===== config.mk =====
export PLATFORM = sky130hd
export DESIGN_NAME = contador_cascada
export DESIGN_NICKNAME = d
export VERILOG_FILES = /design/src/rtl/contador_cascada_pkg.sv /design/src/rtl/contador_nibble.sv /design/src/rtl/contador_cascada.sv
export SDC_FILE = /design/constraint.sdc
export NUM_CORES = 1
export LEC_CHECK = 0
export ABC_AREA = 1
export ABC_CLOCK_PERIOD_IN_PS = 3100
export CAP_MARGIN = 0
export CORE_AREA = 5 5 42 44
export DETAILED_ROUTE_END_ITERATION = 12
export DIE_AREA = 0 0 47 49
export PLACE_DENSITY = 0.69
export REMOVE_ABC_BUFFERS = 1
export SYNTH_ARGS = -nofsm -noshare
export SYNTH_HDL_FRONTEND = slang
export SYNTH_HIERARCHICAL = 1
export SYNTH_SLANG_ARGS = --single-unit
export TNS_END_PERCENT = 5

===== constraint.sdc =====
create_clock -name clk -period 3.1 [get_ports clk]
set_clock_uncertainty 0.15 [all_clocks]
set_input_delay 0.62 -clock clk [delete_from_list [all_inputs] [get_ports clk]]
set_output_delay 0.62 -clock clk [all_outputs]
set_load 0.01 [all_outputs]

===== src/rtl/contador_cascada_pkg.sv =====
// Shared definitions for the cascaded up/down counter: operation codes and slice width.
// Bench and RTL both import this so the model and the design agree on encodings.
package contador_cascada_pkg;

  localparam int NIB_W = 4;

  localparam logic [1:0] MODO_UP1  = 2'b00;
  localparam logic [1:0] MODO_DN1  = 2'b01;
  localparam logic [1:0] MODO_UP3  = 2'b10;
  localparam logic [1:0] MODO_LOAD = 2'b11;

endpackage


===== src/rtl/contador_nibble.sv =====
// One 4-bit counter slice: adds or subtracts its increment (step of 3 or the incoming
// carry/borrow), loads d on ld, and exposes the carry/borrow out combinationally.
import contador_cascada_pkg::*;

module contador_nibble (
  input  logic             clk,
  input  logic             reset,
  input  logic             step_en,
  input  logic             dir,
  input  logic             step3,
  input  logic             cin,
  input  logic             ld,
  input  logic [NIB_W-1:0] d,
  output logic [NIB_W-1:0] q,
  output logic             cout
);

  logic [NIB_W-1:0] inc;
  logic [NIB_W:0]   nxt;

  // The extra MSB of nxt is the carry (up) or borrow (down) out of this slice.
  always_comb begin
    inc = step3 ? NIB_W'(3) : {{(NIB_W-1){1'b0}}, cin};
    if (dir) nxt = {1'b0, q} - {1'b0, inc};
    else     nxt = {1'b0, q} + {1'b0, inc};
    cout = step_en & nxt[NIB_W];
  end

  always_ff @(posedge clk or posedge reset) begin
    if (reset)        q <= '0;
    else if (ld)      q <= d;
    else if (step_en) q <= nxt[NIB_W-1:0];
  end

endmodule


===== src/rtl/contador_cascada.sv =====
// Multi-mode up/down counter built from NIB cascaded 4-bit slices; rco is the
// registered carry/borrow out of the top slice.
import contador_cascada_pkg::*;

module contador_cascada #(
  parameter  int NIB = 1,
  localparam int W   = 4 * NIB
) (
  input  logic         clk,
  input  logic         reset,
  input  logic         enable,
  input  logic [1:0]   modo,
  input  logic [W-1:0] D,
  output logic [W-1:0] Q,
  output logic         rco
);

  logic         step_en;
  logic         ld;
  logic         dir;
  logic         up3;
  logic [NIB:0] carry;
  logic [W-1:0] q_all;

  always_comb begin
    step_en = enable && (modo != MODO_LOAD);
    ld      = enable && (modo == MODO_LOAD);
    dir     = (modo == MODO_DN1);
    up3     = (modo == MODO_UP3);
  end

  // Stage 0 always sees cin=1 so it applies the +/-1 step; higher stages only ripple.
  assign carry[0] = 1'b1;

  for (genvar k = 0; k < NIB; k++) begin : g_nib
    contador_nibble u_nib (
      .clk     (clk),
      .reset   (reset),
      .step_en (step_en),
      .dir     (dir),
      .step3   ((k == 0) ? up3 : 1'b0),
      .cin     (carry[k]),
      .ld      (ld),
      .d       (D[NIB_W*k +: NIB_W]),
      .q       (q_all[NIB_W*k +: NIB_W]),
      .cout    (carry[k+1])
    );
  end

  assign Q = q_all;

  always_ff @(posedge clk or posedge reset) begin
    if (reset) rco <= 1'b0;
    else       rco <= carry[NIB];
  end

endmodule


==> impl_metrics.py <==
metrics = {
    "detailed_routing": {
        "route.met3.wl_um": 104,
        "dr.max_layer_used": "met3",
        "wl_met2_um": 484,
        "viasPerCell": 4.53,
        "drc": 0,
        "wire_per_inst_um": 10.1,
        "vias": 426,
        "wirelength_um": 948,
        "ant_nets": 0,
        "drt-met1-wl_um": 359,
        "firstDrtPassIters": 4,
        "drt_iter0_drc": 3,
    },
    "synth": {
        "syn_area_per_cell_um2": 7.32,
        "synthTopCellsByArea": "dfrtp_1, ha_1, nand2_1",
        "yosysSeqAreaShare_pct": 28.5,
        "yosysWarnings": 6,
        "synthAdderAreaFrac_pct": 18.8,
        "syn_inst": 60,
        "synthSimpleGateAreaFrac_pct": 27.6,
        "synth_xor_area_share_pct": 1.99,
        "synth_top_family_by_area": "simple AND/OR/NAND/NOR gates",
        "synth_cell_types": 18,
        "yosys.area.top_type": "dfrtp_1",
        "ys_ff_latch": 5,
        "synth.mux.area_fraction_pct": 0,
        "synth_compound_area_share_pct": 12.0,
        "synth_top_cell_area_share_pct": 28.5,
        "syn-cell-area_um2": 439,
    },
    "pwr": {
        "ir_drop_uv": 343,
        "p_leak_nw": 0.321,
        "cellPowerDensity_nw_per_um2": 674,
    },
    "floorplanning": {
        "rows": 14,
        "dieHeight_um": 49,
        "initial_core_util_pct": 31.3,
        "io_pins": 14,
        "core_um2": 1400,
        "die_x_um": 47,
        "die_area_um2": 2300,
    },
    "worst_setup_path": {
        "r2r_setup_slack_ns": 1.47,
        "timing.rr.end": "rco",
        "cp.required_ns": 3.08,
        "path_class": "input pin to register",
        "reg2reg_depth": 8,
        "reg2reg_from": "g_nib[0].u_nib/q[0]",
        "arrival_ns": 2.40,
        "endpoint_kind": "register",
        "crit_path_start_kind": "input pin",
        "crit_fanout": 4,
    },
    "run_status": {
        "status": "finished, final reports clean",
    },
    "global_routing": {
        "grt_max_degree": 7,
        "grt_pass1_vias": 374,
        "grt.total_usage_pct": 9.55,
        "antenna_found_initial": 0,
        "grt_overflow": 0,
        "grt_pass1_wl_um": 1570,
    },
    "layout": {
        "nets": 94,
        "multi_input_area_um2": 273,
        "n_fill_cell": 157,
        "seq_area_um2": 125,
        "layout-drive-gt1-share_pct": 10.3,
        "fin_cells": 94,
        "num_antenna_cells": 0,
        "syn_to_final_growth_pct": 41.0,
    },
    "sta": {
        "setup_tns_ns": 0,
        "rsz0062_at_grt": "no",
        "whs_ns": 0.387,
        "max_freq_ghz": 0.414,
        "layout_min_cycle_time_ns": 2.42,
        "timing.final.crit_share_pct": 78.0,
        "drv_slew": 0,
        "timing_hold_violations_final": 0,
        "setup_violations": 0,
    },
    "cts": {
        "cts_tree": "built",
        "cts_resized": 0,
        "ctsHoldBuffers": 0,
        "insertion_delay_ns": 0.24,
        "cts_htree_levels": 1,
        "clock-sinks": 5,
        "cts_root_buf": "clkbuf_4",
        "cts.path.max_buffers": 2,
        "cts_setup_buffers": 0,
        "path_clk_slew_ns": 0.04,
        "cts_buffers": 3,
    },
    "placed_design": {
        "port_buffers": 13,
        "hpwl_um": 824,
        "place_inst": 90,
        "place_congestion": 0.736,
    },
    "worst_hold_path": {
        "min_path_type": "input pin to asynchronous set/reset pin",
    },
    "flow_run": {
        "cap_violations": 0,
    },
}
## power breakdown
part / switching [W] / internal [W]
Combinational: 0.000109 / 0.000117
Sequential: 0.0000268 / 0.0000903
Clock: 0.0000258 / 0.0000486
Total: 0.000161 / 0.000256
## cell usage after synthesis (all sizes together)
library cell  count
conb              1
nand3             5
dfrtp             5
inv              12
xnor2             1
or2               1
nor2              7
a22oi             2
ha                5
o211ai            1
a21oi             3
fa                1
o21ai             3
nand2            13
## state kept, by name, summed over array words and instances (netlist names)
signal and flops:
rco 1, g_nib.u_nib/q 4
## how the worst max path moves through the flow
stage            start   to  slack (ns)  cells past startpoint
3_3_place_gp   modo[0]  rco        0.49                     11
5_1_grt        modo[0]  rco        0.53                     12
2_1_floorplan  modo[0]  rco        1.09                     10
4_1_cts        modo[0]  rco        0.67                     12
3_5_place_dp   modo[0]  rco        0.43                     12
6_report       modo[0]  rco        0.68                     11
## cell usage in the layout, fill, tap and decap left out, drive strengths merged, types with 2 or more instances in the layout
master,Yosys,layout
a21oi,3,3
a22oi,2,2
clkbuf,0,4
clkdlybuf4s50,0,13
conb,1,2
dfrtp,5,5
ha,5,5
inv,12,12
nand2,13,13
nand3,5,5
nor2,7,7
o21ai,3,3
## cells by family after synthesis
logic type / count (synthesis)
xor gates and xnor gates: 1
AOI/OAI and AO/OA: 9
buffers and inverters: 12
other: 1
and+or+nand+nor: 26
DFF: 5
adders and majority gates: 6
## worst max-delay path: stages
cell             delay, ns
clkdlybuf4s50_1       0.51
inv_1                 0.05
nor2_1                0.08
inv_1                 0.08
o21ai_0               0.08
o21ai_0               0.18
fa_1                  0.47
nand3_1               0.10
nand2_1               0.07
nor2_1                0.11
nor2_2                0.05
## metal layers
layer | global-route usage [%] | vias to the layer above
li1 | - | 226
met1 | 10.5 | 186
met2 | 15.6 | 14
met3 | 5.90 | 0
met4 | 1.38 | 0
met5 | 0 | -
## layout make-up
type                    count  share of cell area (%)
clock buffers               4                    4.24
well taps                  16                    3.23
repair buffers             13                    21.0
inverters                  12                    7.27
multi-input cells          44                    44.0
flip-flops and latches      5                    20.2
## per-stage QoR
step | util (%) | setup WS [ns] | power, W | instance area, µm²
global route | 44.2 | 0.531 | 0.000462 | 619
finish | 44.2 | 0.683 | 0.000418 | 619
CTS | 44.2 | 0.669 | 0.000426 | 619
detailed placement | 42.3 | 0.427 | 0.000349 | 593
global placement | 42.3 | 0.489 | 0.000339 | 593
floorplan | - | 1.09 | 0.000252 | 443
Power figures use the tool's default switching activity.
